--- src/rtl/ifid_fetch_queue_pkg.sv ---
// Shared types and constants for the fetch-to-decode queue; the decode
// stage also imports this package for the NOP encoding.
package ifid_fetch_queue_pkg;

    localparam int IFQ_DATA_W = 32;
    localparam int IFQ_DEPTH  = 4;

    // Instruction presented to decode whenever no real instruction is available.
    localparam logic [IFQ_DATA_W-1:0] IFQ_NOP_INST = 32'h0000_0000;

    typedef struct packed {
        logic [IFQ_DATA_W-1:0] pc;
        logic [IFQ_DATA_W-1:0] inst;
    } ifq_entry_t;

endpackage

--- src/rtl/ifid_fetch_queue_ptr_ctrl.sv ---
// Pointer and occupancy control for the fetch queue: read/write pointers,
// entry count, and the enqueue/dequeue/flush decisions. Full and empty
// come from the count, so pointer wrap-around never confuses them.
module ifq_ptr_ctrl
    import ifid_fetch_queue_pkg::*;
#(
    parameter int DEPTH = IFQ_DEPTH
) (
    input  logic                       clk,
    input  logic                       rst,
    input  logic                       if_valid,
    input  logic                       id_ready,
    input  logic                       flush,
    output logic                       enq,
    output logic [$clog2(DEPTH)-1:0]   wr_ptr,
    output logic [$clog2(DEPTH)-1:0]   rd_ptr,
    output logic [$clog2(DEPTH):0]     count,
    output logic                       full,
    output logic                       empty
);

    localparam int PW = $clog2(DEPTH);
    localparam int CW = PW + 1;

    logic [PW-1:0] wr_ptr_q, wr_ptr_d;
    logic [PW-1:0] rd_ptr_q, rd_ptr_d;
    logic [CW-1:0] count_q, count_d;
    logic          deq;

    // Handshake decisions and next-state pointers; flush wins over both handshakes.
    always_comb begin
        full     = (count_q == CW'(DEPTH));
        empty    = (count_q == '0);
        enq      = if_valid & ~full & ~flush;
        deq      = ~empty & id_ready & ~flush;
        wr_ptr_d = wr_ptr_q;
        rd_ptr_d = rd_ptr_q;
        count_d  = count_q;
        if (flush) begin
            wr_ptr_d = '0;
            rd_ptr_d = '0;
            count_d  = '0;
        end else begin
            if (enq) begin
                wr_ptr_d = wr_ptr_q + PW'(1);
            end
            if (deq) begin
                rd_ptr_d = rd_ptr_q + PW'(1);
            end
            if (enq && !deq) begin
                count_d = count_q + CW'(1);
            end else if (deq && !enq) begin
                count_d = count_q - CW'(1);
            end
        end
    end

    // Pointer/count registers with synchronous active-low reset.
    always_ff @(posedge clk) begin
        if (!rst) begin
            wr_ptr_q <= '0;
            rd_ptr_q <= '0;
            count_q  <= '0;
        end else begin
            wr_ptr_q <= wr_ptr_d;
            rd_ptr_q <= rd_ptr_d;
            count_q  <= count_d;
        end
    end

    assign wr_ptr = wr_ptr_q;
    assign rd_ptr = rd_ptr_q;
    assign count  = count_q;

    a_no_overflow : assert property (@(posedge clk) disable iff (!rst) !(enq && full));
    a_no_underflow : assert property (@(posedge clk) disable iff (!rst) !(deq && empty));

endmodule

--- src/rtl/ifid_fetch_queue.sv ---
// Receiving end of the fetch-to-decode interface: a small in-order FIFO of
// {pc, inst} pairs with a valid/ready output, a stall back to fetch when
// full, and a flush that discards everything on a redirect.
module ifid_fetch_queue
    import ifid_fetch_queue_pkg::*;
#(
    parameter int                DATA_W   = IFQ_DATA_W,
    parameter int                DEPTH    = IFQ_DEPTH,
    parameter logic [DATA_W-1:0] NOP_INST = DATA_W'(IFQ_NOP_INST)
) (
    input  logic                     clk,
    input  logic                     rst,
    input  logic                     if_valid,
    input  logic [DATA_W-1:0]        if_pc,
    input  logic [DATA_W-1:0]        if_inst,
    output logic                     if_stall,
    input  logic                     flush,
    output logic                     id_valid,
    output logic [DATA_W-1:0]        id_pc,
    output logic [DATA_W-1:0]        id_inst,
    input  logic                     id_ready,
    output logic [$clog2(DEPTH):0]   q_count
);

    localparam int PW = $clog2(DEPTH);

    typedef struct packed {
        logic [DATA_W-1:0] pc;
        logic [DATA_W-1:0] inst;
    } entry_t;

    entry_t        storage_q [DEPTH];
    entry_t        storage_d [DEPTH];
    logic          enq;
    logic          full;
    logic          empty;
    logic [PW-1:0] wr_ptr;
    logic [PW-1:0] rd_ptr;

    ifq_ptr_ctrl #(
        .DEPTH (DEPTH)
    ) u_ptr_ctrl (
        .clk      (clk),
        .rst      (rst),
        .if_valid (if_valid),
        .id_ready (id_ready),
        .flush    (flush),
        .enq      (enq),
        .wr_ptr   (wr_ptr),
        .rd_ptr   (rd_ptr),
        .count    (q_count),
        .full     (full),
        .empty    (empty)
    );

    // Write the incoming pair into the slot at the write pointer when accepted.
    always_comb begin
        storage_d = storage_q;
        if (enq) begin
            storage_d[wr_ptr] = '{pc: if_pc, inst: if_inst};
        end
    end

    // Entry storage; contents are meaningless while empty, so no reset is needed.
    always_ff @(posedge clk) begin
        storage_q <= storage_d;
    end

    // Head-of-queue view for decode; an empty queue shows pc 0 and a NOP.
    always_comb begin
        id_valid = ~empty;
        if_stall = full;
        id_pc    = '0;
        id_inst  = NOP_INST;
        if (!empty) begin
            id_pc   = storage_q[rd_ptr].pc;
            id_inst = storage_q[rd_ptr].inst;
        end
    end

endmodule

--- config.mk ---
export PLATFORM = sky130hd
export DESIGN_NAME = ifid_fetch_queue
export DESIGN_NICKNAME = d
export VERILOG_FILES = /design/src/rtl/ifid_fetch_queue_pkg.sv /design/src/rtl/ifid_fetch_queue_ptr_ctrl.sv /design/src/rtl/ifid_fetch_queue.sv
export SDC_FILE = /design/constraint.sdc
export NUM_CORES = 1
export LEC_CHECK = 0
export BUFFER_PORTS_ARGS = -buffer_cell sky130_fd_sc_hd__clkbuf_2
export CELL_PAD_IN_SITES_DETAIL_PLACEMENT = 0
export CELL_PAD_IN_SITES_GLOBAL_PLACEMENT = 1
export CORE_MARGIN = 3
export CORE_UTILIZATION = 30
export CTS_BUF_LIST = sky130_fd_sc_hd__clkbuf_8
export DETAILED_ROUTE_END_ITERATION = 10
export PLACE_DENSITY = 0.63
export SETUP_SLACK_MARGIN = 0.05
export SLEW_MARGIN = 20
export SYNTH_ARGS = -nofsm -noshare
export SYNTH_HDL_FRONTEND = slang
export SYNTH_SLANG_ARGS = --single-unit
--- constraint.sdc ---
create_clock -name clk -period 4.25 [get_ports clk]
set_clock_uncertainty 0.15 [all_clocks]
set_input_delay 0.2125 -clock clk [delete_from_list [all_inputs] [get_ports clk]]
set_output_delay 0.2125 -clock clk [all_outputs]
set_load 0.05 [all_outputs]
==> results.md <==
* Status: finished clean
* Layout area overhead at 27.4%
* Ys Warns at 0
* Hold Fails Final Rpt at 0
* Ratio of cells with drive above 1 in the final layout at 37.4%
* Setup violators final at 0
* Reg2reg path depth at 8
* CP max-delay cell: dfxtp_4
* First drt pass iteration count at 4
* Die area at 35900 um^2
* Final min period at 3.05 ns
* Reg-to-reg startpoint: u_ptr_ctrl.count[0]
* Synthesized area at 10100 um^2
* RR Endpoint: u_ptr_ctrl.count[2]
* CTS tree: yes
* First-pass GRT wire length at 32800 um
* Yosys top cell area share at 76.1%
* Largest net degree at the start of global routing at 66
* Vias at 5171
* Critical Path Fanout Max at 36
* Yosys reg bits at 263
* Crit path launch type: flop
* Worst vdd ir at 0.227 mV
* Root Buffer: clkbuf_8
* Hold_sp: if_valid
* Max Root-Sink Buffers at 3
* Wire length per cell at 17.8 um
* Post-synthesis sequential area ratio at 77.5%
* Commonest cells post-synth: edfxtp_1, and2_1, mux4_2
* Dpl cells at 1012
* Initial Util at 30.7%
* Power Density at 427 nW/um^2
* Global route total overflow at 0
* Leakage power at 0.00443 uW
* Worst EP required at 3.89 ns
* Slew Limit Headroom at 28.3%
* Die H at 189 um
* Non-Filler Instances at 1163
* ANT nets after route at 0
* Asr flop ratio synth at 0%
* Vias per Instance at 4.45
* Max Cap Viol at 0
* Routed Wire Length at 20700 um
* Global-route usage over all layers at 11.7%
* CTS buffer count at 45
* Sink Count at 263
* I/O Buffers at 137
* Fmax achieved at 0.328 GHz
* CORE AREA at 32900 um^2
* Worst-skew pair later-pin latency at 0.53 ns
* Initial antenna violation count at 1
* Worst Tran Pin Value at 1.08 ns
* Top_reg_cell synth: edfxtp_1
* Synth cell types at 26
* Top post-synthesis cells by area: edfxtp_1, mux4_2, and2_1
* CTS clk-pin slew, worst paths at 0.05 ns
* Syn nets at 529
* Die Wd at 189 um
* R2r setup slk at 1.70 ns
* # rows at 66
* Leading area contributor after synthesis: edfxtp_1
* Most frequent cell after synthesis: edfxtp_1
* RSZ-0062 raised after global routing: false
* Critical Path Sink Type: output port
* GP Congestion at 0.661
* Peak per-stage delay on the critical path at 0.77 ns
* Fin Setup TNS at 0 ns
* Post-CTS setup buffers at 0
* Initial DRC Count at 249
* H-tree depth at 2
* Area post-placement at 11300 um^2
* Max Slew Vio Count at 0
* Post-synth EDFFs at 256
* Vias in the first global route at 5840
* Hold EP: u_ptr_ctrl.wr_ptr[1]
* Period utilisation layout at 71.8%
* Post-synthesis cell count at 454
* Hold WC Path Type: in2reg
* Hold Path Depth at 4
* Final Cell Area at 12900 um^2
* Critical Path AT at 2.69 ns
* Count of nets after finishing at 765
* Top-Level Pins at 138
* Critical path class: reg2out
* Mapped Avg Cell Area at 22.2 um^2
* Remaining DRCs at 0
* Crit-path cells: buf_12, mux4_2, and2_1, clkbuf_2
## logic make-up (layout without fill, tap and decap cells)
kind of cell	after synthesis	in the layout	synth area share, %
compound gates	6	6	0.384
xor+xnor	4	4	0.347
fa+ha+maj	6	6	0.818
buf+inv	26	292	1.44
flops	263	263	77.5
mux	66	66	14.5
other cells	0	1	0
simple gates	83	83	5.01
## flip-flops by register name (all words and copies together) (netlist names)
| register | cells |
|---|---|
| u_ptr_ctrl.wr_ptr | 2 |
| storage_q | 256 |
| u_ptr_ctrl.rd_ptr | 2 |
| u_ptr_ctrl.count | 3 |
## critical path: cells and delay by family, from the launching register on
family,cells,cell delay (ns)
buffers and inverters,2,0.61
flip-flops,1,0.77
multiplexers,1,0.56
AND/OR/NAND/NOR,1,0.18
## stage by stage
| step | worst slack (ns) | utilization [%] | power (uW) | hold slack [ns] |
|---|---|---|---|---|
| after global routing | 0.942 | 39.1 | 5770 | 0.202 |
| final | 1.20 | 39.1 | 5500 | 0.200 |
| after floorplan | 0.969 | - | 3280 | 0.161 |
| after detailed placement | 1.64 | 34.3 | 3430 | 0.285 |
| after CTS | 1.03 | 38.8 | 5610 | 0.136 |
| after global placement | 1.63 | 34.2 | 3420 | 0.276 |
## how the worst max path moves through the flow
stage                               startpoint            to  slack (ns)
after floorplan            u_ptr_ctrl.count[0]  storage_q[0]        0.97
after global placement    u_ptr_ctrl.rd_ptr[0]   id_inst[17]        1.63
after detailed placement  u_ptr_ctrl.rd_ptr[0]   id_inst[24]        1.64
after CTS                 u_ptr_ctrl.rd_ptr[0]   id_inst[17]        1.03
after global routing      u_ptr_ctrl.rd_ptr[0]   id_inst[17]        0.94
final                     u_ptr_ctrl.rd_ptr[0]   id_inst[17]        1.20
## per-layer routing
metal	GRT usage [%]	part of all wire, %	wire length, um
met1	15.2	43	8830
met2	19.5	50	10300
met3	2.96	5.7	1180
met4	3.50	2.2	449
met5	0	0	0
## where the power goes
part / total [uW] / switching, uW / leakage, uW / internal (uW)
Sequential: 2910 / 17.4 / 0.00238 / 2890
Clock: 2080 / 971 / 0.000460 / 1110
Combinational: 513 / 333 / 0.00159 / 180
Total: 5500 / 1320 / 0.00443 / 4180
## final cells by class
cell class                      instances  area, um^2
Clock buffer                           45         619
Inverter                                4        15.0
Antenna cell                            1        2.50
Fill cell                            3073       20000
Multi-Input combinational cell        165        2150
Sequential cell                       263        7840
Timing Repair Buffer                  211        1500
Tap cell                              442         553
Clock inverter                         32         193
## what timing repair did
item                                    CTS  global route
endpoints found under the setup margin    0             0
hold endpoints to repair                263             0
resized for setup                         0             0
hold buffers                             69             0
## placed cells by master (no fill, tap or decap), types with 3 or more instances in the layout
cell,synthesis,final
ha_1,5,5
edfxtp_1,256,256
clkbuf_8,0,45
xor2_1,4,4
clkinv_2,0,5
nor2_1,4,4
dlygate4sd3_1,0,69
clkinv_1,0,10
mux4_2,64,64
buf_16,0,3
inv_1,4,16
and3_4,0,4
clkbuf_2,0,137
dfxtp_1,7,5
and2_1,65,65
(Power assumes the default switching activity.)
